==> config.mk <==
export PLATFORM = sky130hd
export DESIGN_NAME = lc3_seq_ctrl_flat
export DESIGN_NICKNAME = d
export VERILOG_FILES = /design/src/rtl/lc3_seq_ctrl_if.sv /design/src/rtl/lc3_seq_ctrl.sv /design/src/flat_wrapper.sv
export SDC_FILE = /design/constraint.sdc
export NUM_CORES = 1
export LEC_CHECK = 0
export ABC_AREA = 0
export CAP_MARGIN = 20
export CORE_ASPECT_RATIO = 0.7
export CORE_MARGIN = 3
export CORE_UTILIZATION = 54
export CTS_CLUSTER_DIAMETER = 100
export DETAILED_ROUTE_END_ITERATION = 8
export PLACE_DENSITY = 0.85
export REMOVE_ABC_BUFFERS = 1
export SLEW_MARGIN = 20
export SYNTH_ARGS = -nofsm -noshare
export SYNTH_HDL_FRONTEND = slang
export SYNTH_SLANG_ARGS = --single-unit
==> constraint.sdc <==
create_clock -name clk -period 3.2 [get_ports clk]
set_input_delay 0.64 -clock clk [delete_from_list [all_inputs] [get_ports clk]]
set_output_delay 0.64 -clock clk [all_outputs]
set_load 0.02 [all_outputs]
==> src/rtl/lc3_seq_ctrl_if.sv <==
// lc3_seq_ctrl_if: groups the control sequencer's datapath-facing signals.
// master = sequencer side (drives strobes and selects), slave = datapath side.
interface lc3_seq_ctrl_if;
  logic       Run;
  logic       Continue;
  logic [3:0] Opcode;
  logic       IR_5;
  logic       BEN;
  logic       LD_MAR, LD_MDR, LD_IR, LD_BEN, LD_CC, LD_REG, LD_PC;
  logic       GatePC, GateMDR, GateALU, GateMARMUX;
  logic [1:0] PCMUX;
  logic       DRMUX, SR1MUX, SR2MUX, ADDR1MUX;
  logic [1:0] ADDR2MUX;
  logic [1:0] ALUK;
  logic       Mem_OE, Mem_WE;
  logic [4:0] State;

  modport master (
    input  Run, Continue, Opcode, IR_5, BEN,
    output LD_MAR, LD_MDR, LD_IR, LD_BEN, LD_CC, LD_REG, LD_PC,
    output GatePC, GateMDR, GateALU, GateMARMUX,
    output PCMUX, DRMUX, SR1MUX, SR2MUX, ADDR1MUX, ADDR2MUX, ALUK,
    output Mem_OE, Mem_WE, State
  );

  modport slave (
    output Run, Continue, Opcode, IR_5, BEN,
    input  LD_MAR, LD_MDR, LD_IR, LD_BEN, LD_CC, LD_REG, LD_PC,
    input  GatePC, GateMDR, GateALU, GateMARMUX,
    input  PCMUX, DRMUX, SR1MUX, SR2MUX, ADDR1MUX, ADDR2MUX, ALUK,
    input  Mem_OE, Mem_WE, State
  );
endinterface

==> src/rtl/lc3_seq_ctrl.sv <==
// lc3_seq_ctrl: LC-3 fetch/decode/execute control sequencer (Moore FSM with
// registered outputs). MEM_WAIT sets the SRAM strobe length (1-15 cycles).
// Optional macro PAUSE_IR_EN adds PAUSE_IR1/PAUSE_IR2 between S35 and S32 for
// instruction-by-instruction stepping with the Continue button.
module lc3_seq_ctrl #(
  parameter int unsigned MEM_WAIT = 2
) (
  input  logic              clk,
  input  logic              Reset,
  lc3_seq_ctrl_if.master    bus
);

  localparam logic [3:0] WAIT_LAST = 4'(MEM_WAIT - 1);

  typedef enum logic [4:0] {
    S0        = 5'd0,
    S1        = 5'd1,
    S32       = 5'd2,
    S33       = 5'd3,
    S35       = 5'd4,
    S5        = 5'd5,
    S6        = 5'd6,
    S7        = 5'd7,
    PAUSE     = 5'd8,
    S9        = 5'd9,
`ifdef PAUSE_IR_EN
    PAUSE_IR1 = 5'd10,
    PAUSE_IR2 = 5'd11,
`endif
    S12       = 5'd12,
    S16       = 5'd16,
    S18       = 5'd18,
    S22       = 5'd22,
    S23       = 5'd23,
    S25       = 5'd25,
    S27       = 5'd27,
    HALTED    = 5'd31
  } state_e;

  typedef struct packed {
    logic       ld_mar, ld_mdr, ld_ir, ld_ben, ld_cc, ld_reg, ld_pc;
    logic       gate_pc, gate_mdr, gate_alu, gate_marmux;
    logic [1:0] pcmux;
    logic       drmux, sr1mux, sr2mux, addr1mux;
    logic [1:0] addr2mux;
    logic [1:0] aluk;
    logic       mem_oe, mem_we;
  } ctl_t;

  localparam ctl_t CTL_IDLE = '{mem_oe: 1'b1, mem_we: 1'b1, default: '0};

  state_e     state_q, state_d;
  logic [3:0] cnt_q, cnt_d;
  ctl_t       ctl_q, ctl_d;

  // Next state and wait counter.
  always_comb begin
    // NOTE: every combinational output gets a default first so no path leaves it unassigned (no latch).
    state_d = state_q;
    cnt_d   = cnt_q;
    unique case (state_q)
      HALTED: if (bus.Run) state_d = S18;
      S18: begin
        state_d = S33;
        cnt_d   = '0;
      end
      S33: if (cnt_q == WAIT_LAST) state_d = S35; else cnt_d = cnt_q + 4'd1;
`ifdef PAUSE_IR_EN
      S35:       state_d = PAUSE_IR1;
      PAUSE_IR1: if (bus.Continue)  state_d = PAUSE_IR2;
      PAUSE_IR2: if (!bus.Continue) state_d = S32;
`else
      S35:       state_d = S32;
`endif
      S32: begin
        unique case (bus.Opcode)
          4'b0001: state_d = S1;
          4'b0101: state_d = S5;
          4'b1001: state_d = S9;
          4'b0000: state_d = S0;
          4'b1100: state_d = S12;
          4'b0110: state_d = S6;
          4'b0111: state_d = S7;
          4'b1101: state_d = PAUSE;
          default: state_d = S18;
        endcase
      end
      S1, S5, S9, S12, S22, S27: state_d = S18;
      S0:    state_d = bus.BEN ? S22 : S18;
      S6: begin
        state_d = S25;
        cnt_d   = '0;
      end
      S25: if (cnt_q == WAIT_LAST) state_d = S27; else cnt_d = cnt_q + 4'd1;
      S7:    state_d = S23;
      S23: begin
        state_d = S16;
        cnt_d   = '0;
      end
      S16: if (cnt_q == WAIT_LAST) state_d = S18; else cnt_d = cnt_q + 4'd1;
      PAUSE: if (bus.Continue) state_d = S18;
      default: state_d = HALTED;
    endcase
  end

  // Output decode of the upcoming state, so the registered outputs match State.
  always_comb begin
    ctl_d = CTL_IDLE;
    unique case (state_d)
      S18: begin
        ctl_d.gate_pc = 1'b1;
        ctl_d.ld_mar  = 1'b1;
        ctl_d.ld_pc   = 1'b1;
      end
      S33, S25: begin
        ctl_d.mem_oe = 1'b0;
        ctl_d.ld_mdr = (cnt_d == WAIT_LAST);
      end
      S35: begin
        ctl_d.gate_mdr = 1'b1;
        ctl_d.ld_ir    = 1'b1;
      end
      S32: ctl_d.ld_ben = 1'b1;
      S1, S5, S9: begin
        ctl_d.gate_alu = 1'b1;
        ctl_d.ld_reg   = 1'b1;
        ctl_d.ld_cc    = 1'b1;
        ctl_d.sr1mux   = 1'b1;
        ctl_d.sr2mux   = bus.IR_5;
        ctl_d.aluk     = (state_d == S1) ? 2'd0 : (state_d == S5) ? 2'd1 : 2'd2;
      end
      S22: begin
        ctl_d.addr2mux = 2'd2;
        ctl_d.pcmux    = 2'd2;
        ctl_d.ld_pc    = 1'b1;
      end
      S12: begin
        ctl_d.addr1mux = 1'b1;
        ctl_d.pcmux    = 2'd2;
        ctl_d.ld_pc    = 1'b1;
      end
      S6, S7: begin
        ctl_d.gate_marmux = 1'b1;
        ctl_d.ld_mar      = 1'b1;
        ctl_d.addr1mux    = 1'b1;
        ctl_d.addr2mux    = 2'd1;
      end
      S27: begin
        ctl_d.gate_mdr = 1'b1;
        ctl_d.ld_reg   = 1'b1;
        ctl_d.ld_cc    = 1'b1;
      end
      S23: begin
        ctl_d.aluk     = 2'd3;
        ctl_d.gate_alu = 1'b1;
        ctl_d.ld_mdr   = 1'b1;
      end
      S16: ctl_d.mem_we = 1'b0;
      default: ;
    endcase
  end

  // State, wait counter and output registers; reset forces HALTED immediately.
  always_ff @(posedge clk or negedge Reset) begin
    // NOTE: non-blocking assignments so every flop samples pre-edge values.
    if (!Reset) begin
      state_q <= HALTED;
      cnt_q   <= '0;
      ctl_q   <= CTL_IDLE;
    end else begin
      state_q <= state_d;
      cnt_q   <= cnt_d;
      ctl_q   <= ctl_d;
    end
  end

  assign bus.LD_MAR     = ctl_q.ld_mar;
  assign bus.LD_MDR     = ctl_q.ld_mdr;
  assign bus.LD_IR      = ctl_q.ld_ir;
  assign bus.LD_BEN     = ctl_q.ld_ben;
  assign bus.LD_CC      = ctl_q.ld_cc;
  assign bus.LD_REG     = ctl_q.ld_reg;
  assign bus.LD_PC      = ctl_q.ld_pc;
  assign bus.GatePC     = ctl_q.gate_pc;
  assign bus.GateMDR    = ctl_q.gate_mdr;
  assign bus.GateALU    = ctl_q.gate_alu;
  assign bus.GateMARMUX = ctl_q.gate_marmux;
  assign bus.PCMUX      = ctl_q.pcmux;
  assign bus.DRMUX      = ctl_q.drmux;
  assign bus.SR1MUX     = ctl_q.sr1mux;
  assign bus.SR2MUX     = ctl_q.sr2mux;
  assign bus.ADDR1MUX   = ctl_q.addr1mux;
  assign bus.ADDR2MUX   = ctl_q.addr2mux;
  assign bus.ALUK       = ctl_q.aluk;
  assign bus.Mem_OE     = ctl_q.mem_oe;
  assign bus.Mem_WE     = ctl_q.mem_we;
  assign bus.State      = state_q;

endmodule

==> src/flat_wrapper.sv <==
// flat-port wrapper written by rule: the top's interface ports become plain ports
module lc3_seq_ctrl_flat 
#(
  parameter int unsigned MEM_WAIT = 2
)
  (clk, Reset, bus_Run, bus_Continue, bus_Opcode, bus_IR_5, bus_BEN, bus_LD_MAR, bus_LD_MDR, bus_LD_IR, bus_LD_BEN, bus_LD_CC, bus_LD_REG, bus_LD_PC, bus_GatePC, bus_GateMDR, bus_GateALU, bus_GateMARMUX, bus_PCMUX, bus_DRMUX, bus_SR1MUX, bus_SR2MUX, bus_ADDR1MUX, bus_ADDR2MUX, bus_ALUK, bus_Mem_OE, bus_Mem_WE, bus_State);
  lc3_seq_ctrl_if bus_i ();
  input  logic clk;
  input  logic Reset;
  input wire logic [$bits(bus_i.Run)-1:0] bus_Run;
  input wire logic [$bits(bus_i.Continue)-1:0] bus_Continue;
  input wire logic [$bits(bus_i.Opcode)-1:0] bus_Opcode;
  input wire logic [$bits(bus_i.IR_5)-1:0] bus_IR_5;
  input wire logic [$bits(bus_i.BEN)-1:0] bus_BEN;
  output wire logic [$bits(bus_i.LD_MAR)-1:0] bus_LD_MAR;
  output wire logic [$bits(bus_i.LD_MDR)-1:0] bus_LD_MDR;
  output wire logic [$bits(bus_i.LD_IR)-1:0] bus_LD_IR;
  output wire logic [$bits(bus_i.LD_BEN)-1:0] bus_LD_BEN;
  output wire logic [$bits(bus_i.LD_CC)-1:0] bus_LD_CC;
  output wire logic [$bits(bus_i.LD_REG)-1:0] bus_LD_REG;
  output wire logic [$bits(bus_i.LD_PC)-1:0] bus_LD_PC;
  output wire logic [$bits(bus_i.GatePC)-1:0] bus_GatePC;
  output wire logic [$bits(bus_i.GateMDR)-1:0] bus_GateMDR;
  output wire logic [$bits(bus_i.GateALU)-1:0] bus_GateALU;
  output wire logic [$bits(bus_i.GateMARMUX)-1:0] bus_GateMARMUX;
  output wire logic [$bits(bus_i.PCMUX)-1:0] bus_PCMUX;
  output wire logic [$bits(bus_i.DRMUX)-1:0] bus_DRMUX;
  output wire logic [$bits(bus_i.SR1MUX)-1:0] bus_SR1MUX;
  output wire logic [$bits(bus_i.SR2MUX)-1:0] bus_SR2MUX;
  output wire logic [$bits(bus_i.ADDR1MUX)-1:0] bus_ADDR1MUX;
  output wire logic [$bits(bus_i.ADDR2MUX)-1:0] bus_ADDR2MUX;
  output wire logic [$bits(bus_i.ALUK)-1:0] bus_ALUK;
  output wire logic [$bits(bus_i.Mem_OE)-1:0] bus_Mem_OE;
  output wire logic [$bits(bus_i.Mem_WE)-1:0] bus_Mem_WE;
  output wire logic [$bits(bus_i.State)-1:0] bus_State;
  assign bus_i.Run = bus_Run;
  assign bus_i.Continue = bus_Continue;
  assign bus_i.Opcode = bus_Opcode;
  assign bus_i.IR_5 = bus_IR_5;
  assign bus_i.BEN = bus_BEN;
  assign bus_LD_MAR = bus_i.LD_MAR;
  assign bus_LD_MDR = bus_i.LD_MDR;
  assign bus_LD_IR = bus_i.LD_IR;
  assign bus_LD_BEN = bus_i.LD_BEN;
  assign bus_LD_CC = bus_i.LD_CC;
  assign bus_LD_REG = bus_i.LD_REG;
  assign bus_LD_PC = bus_i.LD_PC;
  assign bus_GatePC = bus_i.GatePC;
  assign bus_GateMDR = bus_i.GateMDR;
  assign bus_GateALU = bus_i.GateALU;
  assign bus_GateMARMUX = bus_i.GateMARMUX;
  assign bus_PCMUX = bus_i.PCMUX;
  assign bus_DRMUX = bus_i.DRMUX;
  assign bus_SR1MUX = bus_i.SR1MUX;
  assign bus_SR2MUX = bus_i.SR2MUX;
  assign bus_ADDR1MUX = bus_i.ADDR1MUX;
  assign bus_ADDR2MUX = bus_i.ADDR2MUX;
  assign bus_ALUK = bus_i.ALUK;
  assign bus_Mem_OE = bus_i.Mem_OE;
  assign bus_Mem_WE = bus_i.Mem_WE;
  assign bus_State = bus_i.State;
  lc3_seq_ctrl #(.MEM_WAIT(MEM_WAIT)) u_core (.clk(clk), .Reset(Reset), .bus(bus_i));
endmodule
==> impl_metrics.csv, run 1 <==
group,metric,value,unit
run_status,status,"finished, final reports clean",
critical_path,worstPathRequired,3.41,ns
floorplan,die_area,0.00394,mm^2
clock_tree,cts_setup_buffers,0,
cells_and_area,final_util,72.8,%
route,drt_pass1_iterations,4,
floorplan,fp.dieW,73.7,um
cells_and_area,drive_gt1_share,15.5,%
floorplan,start_util,59.3,%
route,wl_per_cell,16.7,um
cells_and_area,syn2layout_area_growth,22.8,%
clock_tree,root_buffer,"clkbuf_8",
sta,period_needed,2.57,ns
critical_path,endpoint_kind,"flip-flop",
power,vdd_ir_drop_max,0.000511,V
synthesis,ys_warn_count,0,
clock_tree,clock_path_buffers,2,
placement,port_buffers,35,
route,dr.first_iter.drc_count,126,
global_routing,grt_overflow,0,
floorplan,io_pins,38,
critical_path,r2r_cells,6,
clock_tree,clk_pin_slew,0.06,ns
clock_tree,cts_tree,"built",
critical_path,worstPathArrival,2.77,ns
critical_path,start_kind,"flip-flop",
sta,fin_setup_tns,0,ns
critical_path,startpoint,"u_core.bus.State[3]$_DFF_PN1_",
synthesis,ys_ff_latch,29,
sta,min_period_over_period,80.2,%
critical_path,r2r-start,"u_core.bus.State[3]$_DFF_PN1_",
cells_and_area,num_antenna_cells,0,
synthesis,synthArstFlopShare,100,%
sta,worstMarginPinSlew,0.997,ns
synthesis,yosysUniqueCellTypes,61,
clock_tree,cts_resized,0,
global_routing,antenna_found_initial,0,
synthesis,synth_edf_count,0,
synthesis,synth.top_cell.area_share,31.8,%
synthesis,synth_common_cells,"22 x dfrtp_1, 12 x nand2_1, 12 x nor2_1, 8 x inv_1, 7 x dfstp_2",
global_routing,grt_pass1_wl,6.55,mm
route,num_vias,1520,
route,drt-total-wl,4.07,mm
job,drv_cap,0,
critical_path,cp_max_fo,20,
sta,hold_slack,0.608,ns
route,vias_per_cell,6.26,
clock_tree,clk_latency,0.28,ns
sta,timing.final.max_slew_violations,0,
placement,dp_worst_setup_slack,0.526,ns
synthesis,syn_inst,176,
cells_and_area,final-seq-area,734,um^2
hold_path,hold_start,"u_core.cnt_q[3]$_DFF_PN0_",
power,powerDensity,959,mW/mm^2
route,drc_errors,0,
sta,setup-violations-final,0,
floorplan,core_region_area,0.00292,mm^2
clock_tree,clock-sinks,29,
critical_path,worstSetupPathType,"flip-flop to flip-flop",
global_routing,grt.total_usage,22.9,%
placement,place_area,0.00204,mm^2
synthesis,synth_most_common_cell,"dfrtp_1",
clock_tree,cts_buffers,5,
sta,finalHoldViolations,0,
route,ant_nets,0,
sta,fin_ws,0.634,ns
global_routing,grt_max_degree,30,
sta,timing.fmax,0.390,GHz
synthesis,synth_top_cell_by_area,"dfrtp_1",
floorplan,die_h,53.4,um
floorplan,placementRows,16,
clock_tree,cts_hold_buf,0,
global_routing,grt_pass1_vias,1368,
cells_and_area,fill_cells,203,
hold_path,holdCritPathClass,"flip-flop to flip-flop",
cells_and_area,layout.nets,218,
sta,relSlewSlack,32.7,%
synthesis,synth.area.top_cells,"dfrtp_1 32%, dfstp_2 11%, nand2_1 2.6%, nor2_1 2.6%, buf_4 2.2%",
synthesis,synth_area,0.00173,mm^2
synthesis,synth_seq_area_share,42.4,%
hold_path,holdPathStages,1,
cells_and_area,multi_input_area,871,um^2
power,leakagePower,0.945,nW
sta,skew,0.00396,ns
synthesis,syn_area_per_cell,9.85,um^2
cells_and_area,design_area,0.00213,mm^2
placement,dp_hpwl,2.94,mm
sta,rsz0062_at_grt,"no",
synthesis,ys.flop_type,"dfrtp_1",
clock_tree,htreeDepth,2,
placement,routabilityCongestion,0.977,
[stage by stage]
| step | instances | total power, mW |
|---|---|---|
| final | 243 | 2.04 |
| after global routing | 243 | 2.17 |
| after CTS | 243 | 2.03 |
| after detailed placement | 235 | 1.74 |
| after global placement | 235 | 1.68 |
| after floorplan | 163 | 1.37 |
[sequential cells by signal (all words and copies together) (netlist names), 2 cells and up]
name / cells
u_core.bus.ADDR2MUX: 2
u_core.bus.ALUK: 2
u_core.bus.State: 5
u_core.cnt_q: 4
[cells in the final DEF, fill, tap and decap left out, drive strengths merged, types with 2 or more instances in the layout]
cell	count
clkdlybuf4s50	35
dfrtp	22
nor2	13
nand2	12
inv	9
dfstp	7
nor3	7
nor2b	6
nand3	6
o21ai	6
clkbuf	5
or2	4
nand4b	4
a21oi	4
nand2b	4
nor4b	4
nor3b	4
a211o	4
xnor2	3
a31oi	3
or3	3
mux2i	3
nor4	3
and3b	2
and4	2
ha	2
conb	2
clkinv	2
or3b	2
[per-layer routing]
metal | up-vias | track usage (%) | wire length, um
li1 | 696 | - | -
met1 | 729 | 29.1 | 1700
met2 | 86 | 35.9 | 1940
met3 | 9 | 6.83 | 365
met4 | 0 | 9.94 | 59
met5 | - | 0 | 0
[where the power goes]
group	internal [mW]	leakage [nW]	switching (mW)	total, mW
Sequential	0.491	0.377	0.190	0.681
Clock	0.149	0.0439	0.139	0.288
Combinational	0.462	0.525	0.609	1.07
Total	1.10	0.945	0.937	2.04
[path summary, 6_finish.rpt]
path / end / slack [ns]
worst max register to register: u_core.bus.LD_MDR$_DFF_PN0_ / 0.63
min in group asynchronous: u_core.bus.GateMARMUX$_DFF_PN0_ / 0.73
worst max-delay path: u_core.bus.LD_MDR$_DFF_PN0_ / 0.63
worst min register to register: u_core.cnt_q[3]$_DFF_PN0_ / 0.61
max in group asynchronous: u_core.bus.State[4]$_DFF_PN1_ / 2.16
worst min-delay path: u_core.cnt_q[3]$_DFF_PN0_ / 0.61
[kinds of logic (layout without fill, tap and decap cells)]
kind of cell	after synthesis	in the layout	share of synthesized area, %
flops	29	29	42.4
compound gates	33	33	14.7
xor+xnor	4	4	2.02
simple gates	80	80	29.2
other cells	1	2	0.216
fa+ha+maj	2	2	1.44
buf+inv	23	53	7.58
mux	4	4	2.38
[critical path: stages, from the launching register on]
cell and delay [ns]:
dfstp_2 0.75, or3b_1 0.39, a2bb2oi_4 0.26, nor3_1 0.08, a211o_1 0.32, or4b_1 0.55, o21ai_1 0.14
[final cells by class]
type / instances / share of cell area, %
Multi-Input combinational cell: 125 / 40.9
Inverter: 9 / 1.59
Timing Repair Buffer: 36 / 16.8
Clock inverter: 3 / 0.823
Tap cell: 36 / 2.12
Sequential cell: 29 / 34.5
Clock buffer: 5 / 3.23
No activity file was read; power rests on OpenSTA's default activity.
==> run 2: changes to the inputs <==
--- a/config.mk
+++ b/config.mk
@@ -9,10 +9,10 @@
 export CAP_MARGIN = 20
 export CORE_ASPECT_RATIO = 0.7
 export CORE_MARGIN = 3
-export CORE_UTILIZATION = 54
+export CORE_UTILIZATION = 50
 export CTS_CLUSTER_DIAMETER = 100
 export DETAILED_ROUTE_END_ITERATION = 8
-export PLACE_DENSITY = 0.85
+export PLACE_DENSITY = 0.8
 export REMOVE_ABC_BUFFERS = 1
 export SLEW_MARGIN = 20
 export SYNTH_ARGS = -nofsm -noshare
==> constraint.sdc (replaced) <==
create_clock -name clk -period 2.55 [get_ports clk]
set_input_delay 0.51 -clock clk [delete_from_list [all_inputs] [get_ports clk]]
set_output_delay 0.51 -clock clk [all_outputs]
set_load 0.02 [all_outputs]
==> run 2 against run 1 <==
Compared with the run above: count of clock-buffer cells in the layout up 2; global-route usage down 2.3 points; utilization down 3.4 points; clock skew down 0.00056 ns; clock power up 67%; sequential power up 17%; critical endpoint is now u_core.bus.GateMDR$_DFF_PN0_; largest cell class unchanged.
==> impl_metrics.csv, run 2 (synthesis results as in run 1) <==
group,metric,value,unit
sta,skew,0.00340,ns
route,drt-total-wl,4.12,mm
global_routing,grt_max_degree,30,
sta,timing.final.max_slew_violations,0,
cells_and_area,largest_reg_flops,5,
sta,finalHoldViolations,0,
sta,setup-violations-final,0,
critical_path,cp_max_fo,6,
sta,rsz0062_at_grt,"no",
sta,timing.fmax,0.406,GHz
floorplan,fp.dieW,76.4,um
power,vdd_ir_drop_max,0.000537,V
critical_path,endpoint_kind,"flip-flop",
placement,place_inst,254,
run_status,status,"finished, final reports clean",
floorplan,placementRows,17,
cells_and_area,layout_commonest_cell,"clkdlybuf4s50_1",
floorplan,die_area,0.00422,mm^2
cells_and_area,finalNonFillerCells,262,
cells_and_area,syn2layout_area_growth,29.6,%
sta,relSlewSlack,39.7,%
critical_path,worstPathArrival,2.63,ns
clock_tree,clock-sinks,29,
sta,worstMarginPinSlew,0.893,ns
global_routing,antenna_found_initial,0,
floorplan,start_util,53.6,%
clock_tree,htreeDepth,2,
global_routing,grt_overflow,0,
clock_tree,clk_latency,0.28,ns
job,drv_cap,0,
cells_and_area,design_area,0.00225,mm^2
route,drt_pass1_iterations,5,
floorplan,core_region_area,0.00323,mm^2
route,ant_nets,0,
placement,place_area,0.00212,mm^2
hold_path,holdCritPathClass,"flip-flop to flip-flop",
power,leakagePower,0.998,nW
sta,min_period_over_period,96.5,%
placement,routabilityCongestion,0.877,
clock_tree,clk_pin_slew,0.06,ns
clock_tree,cts_tree,"built",
sta,fin_setup_tns,0,ns
clock_tree,clock_path_buffers,2,
cells_and_area,layout.nets,226,
route,num_vias,1525,
critical_path,worstSetupPathType,"flip-flop to flip-flop",
critical_path,worstPathRequired,2.72,ns
power,powerDensity,1240,mW/mm^2
route,wl_per_cell,15.7,um
clock_tree,root_buffer,"clkbuf_8",
cells_and_area,final_util,69.5,%
placement,dp_hpwl,3.04,mm
critical_path,start_kind,"flip-flop",
clock_tree,cts_buffers,5,
route,dr.first_iter.drc_count,189,
floorplan,die_h,55.3,um
placement,port_buffers,35,
route,drc_errors,0,
cells_and_area,num_antenna_cells,0,
global_routing,grt_pass1_vias,1419,
route,vias_per_cell,5.82,
global_routing,grt_pass1_wl,6.90,mm
power,totalPowerFinal,2.79,mW
sta,period_needed,2.46,ns
cells_and_area,mostFrequentLayoutCells,"35 x clkdlybuf4s50_1, 22 x dfrtp_1, 12 x nand2_1, 12 x nor2_1, 9 x buf_4",
global_routing,grt.total_usage,20.5,%
floorplan,io_pins,38,
cells_and_area,drive_gt1_share,19.1,%
run 2: power breakdown:
| group | switching (mW) | internal, mW |
|---|---|---|
| logic | 0.830 | 0.683 |
| clock network | 0.162 | 0.318 |
| registers | 0.182 | 0.616 |
| total | 1.17 | 1.62 |
run 2: through the flow:
step                hold WS (ns)  setup slack (ns)
finish                     0.588            0.0889
detailed placement         0.576            0.0554
global route               0.624           0.00822
global placement           0.549             0.147
floorplan                  0.214             0.294
CTS                        0.590             0.110
run 2: area by class of cell:
class                      count  area, um^2
clock buffer                   7        86.3
clock inverter                 1        30.0
fill                         251         987
inverter                       9        33.8
multi-input combinational    125         885
sequential                    29         734
tap                           47        58.8
timing repair buffer          44         418
run 2: per-layer routing:
layer  track usage (%)  up-vias  part of all wire [%]
li1                  -      708                     -
met2              32.2       79                    48
met3              6.68       10                   7.9
met4              7.49        0                   1.8
met1              26.7      728                    42
met5                 0        -                     0
run 2: worst max-delay path: stages, from the launching register on:
cell     delay [ns]
dfrtp_1        0.41
inv_1          0.09
ha_1           0.16
or3b_2         0.49
nor3_2         0.34
a31oi_1        0.20
and3_1         0.28
and4_1         0.20
a21o_1         0.18
run 2: final timing paths:
path	start	to	slack, ns	cells past startpoint
setup / recovery	u_core.cnt_q[1]$_DFF_PN0_	u_core.bus.GateMDR$_DFF_PN0_	0.09	8
hold / removal	u_core.cnt_q[1]$_DFF_PN0_	u_core.cnt_q[1]$_DFF_PN0_	0.59	1
setup reg to reg	u_core.cnt_q[1]$_DFF_PN0_	u_core.bus.GateMDR$_DFF_PN0_	0.09	8
hold reg to reg	u_core.cnt_q[1]$_DFF_PN0_	u_core.cnt_q[1]$_DFF_PN0_	0.59	1
max in group asynchronous	Reset	u_core.bus.State[0]$_DFF_PN1_	1.64	2
min in group asynchronous	Reset	u_core.bus.GateMDR$_DFF_PN0_	0.61	2
run 2: timing repair:
item,CTS,global route
endpoints found under the setup margin,0,6
buffers inserted,0,0
resized for setup,0,4
hold buffers,0,0
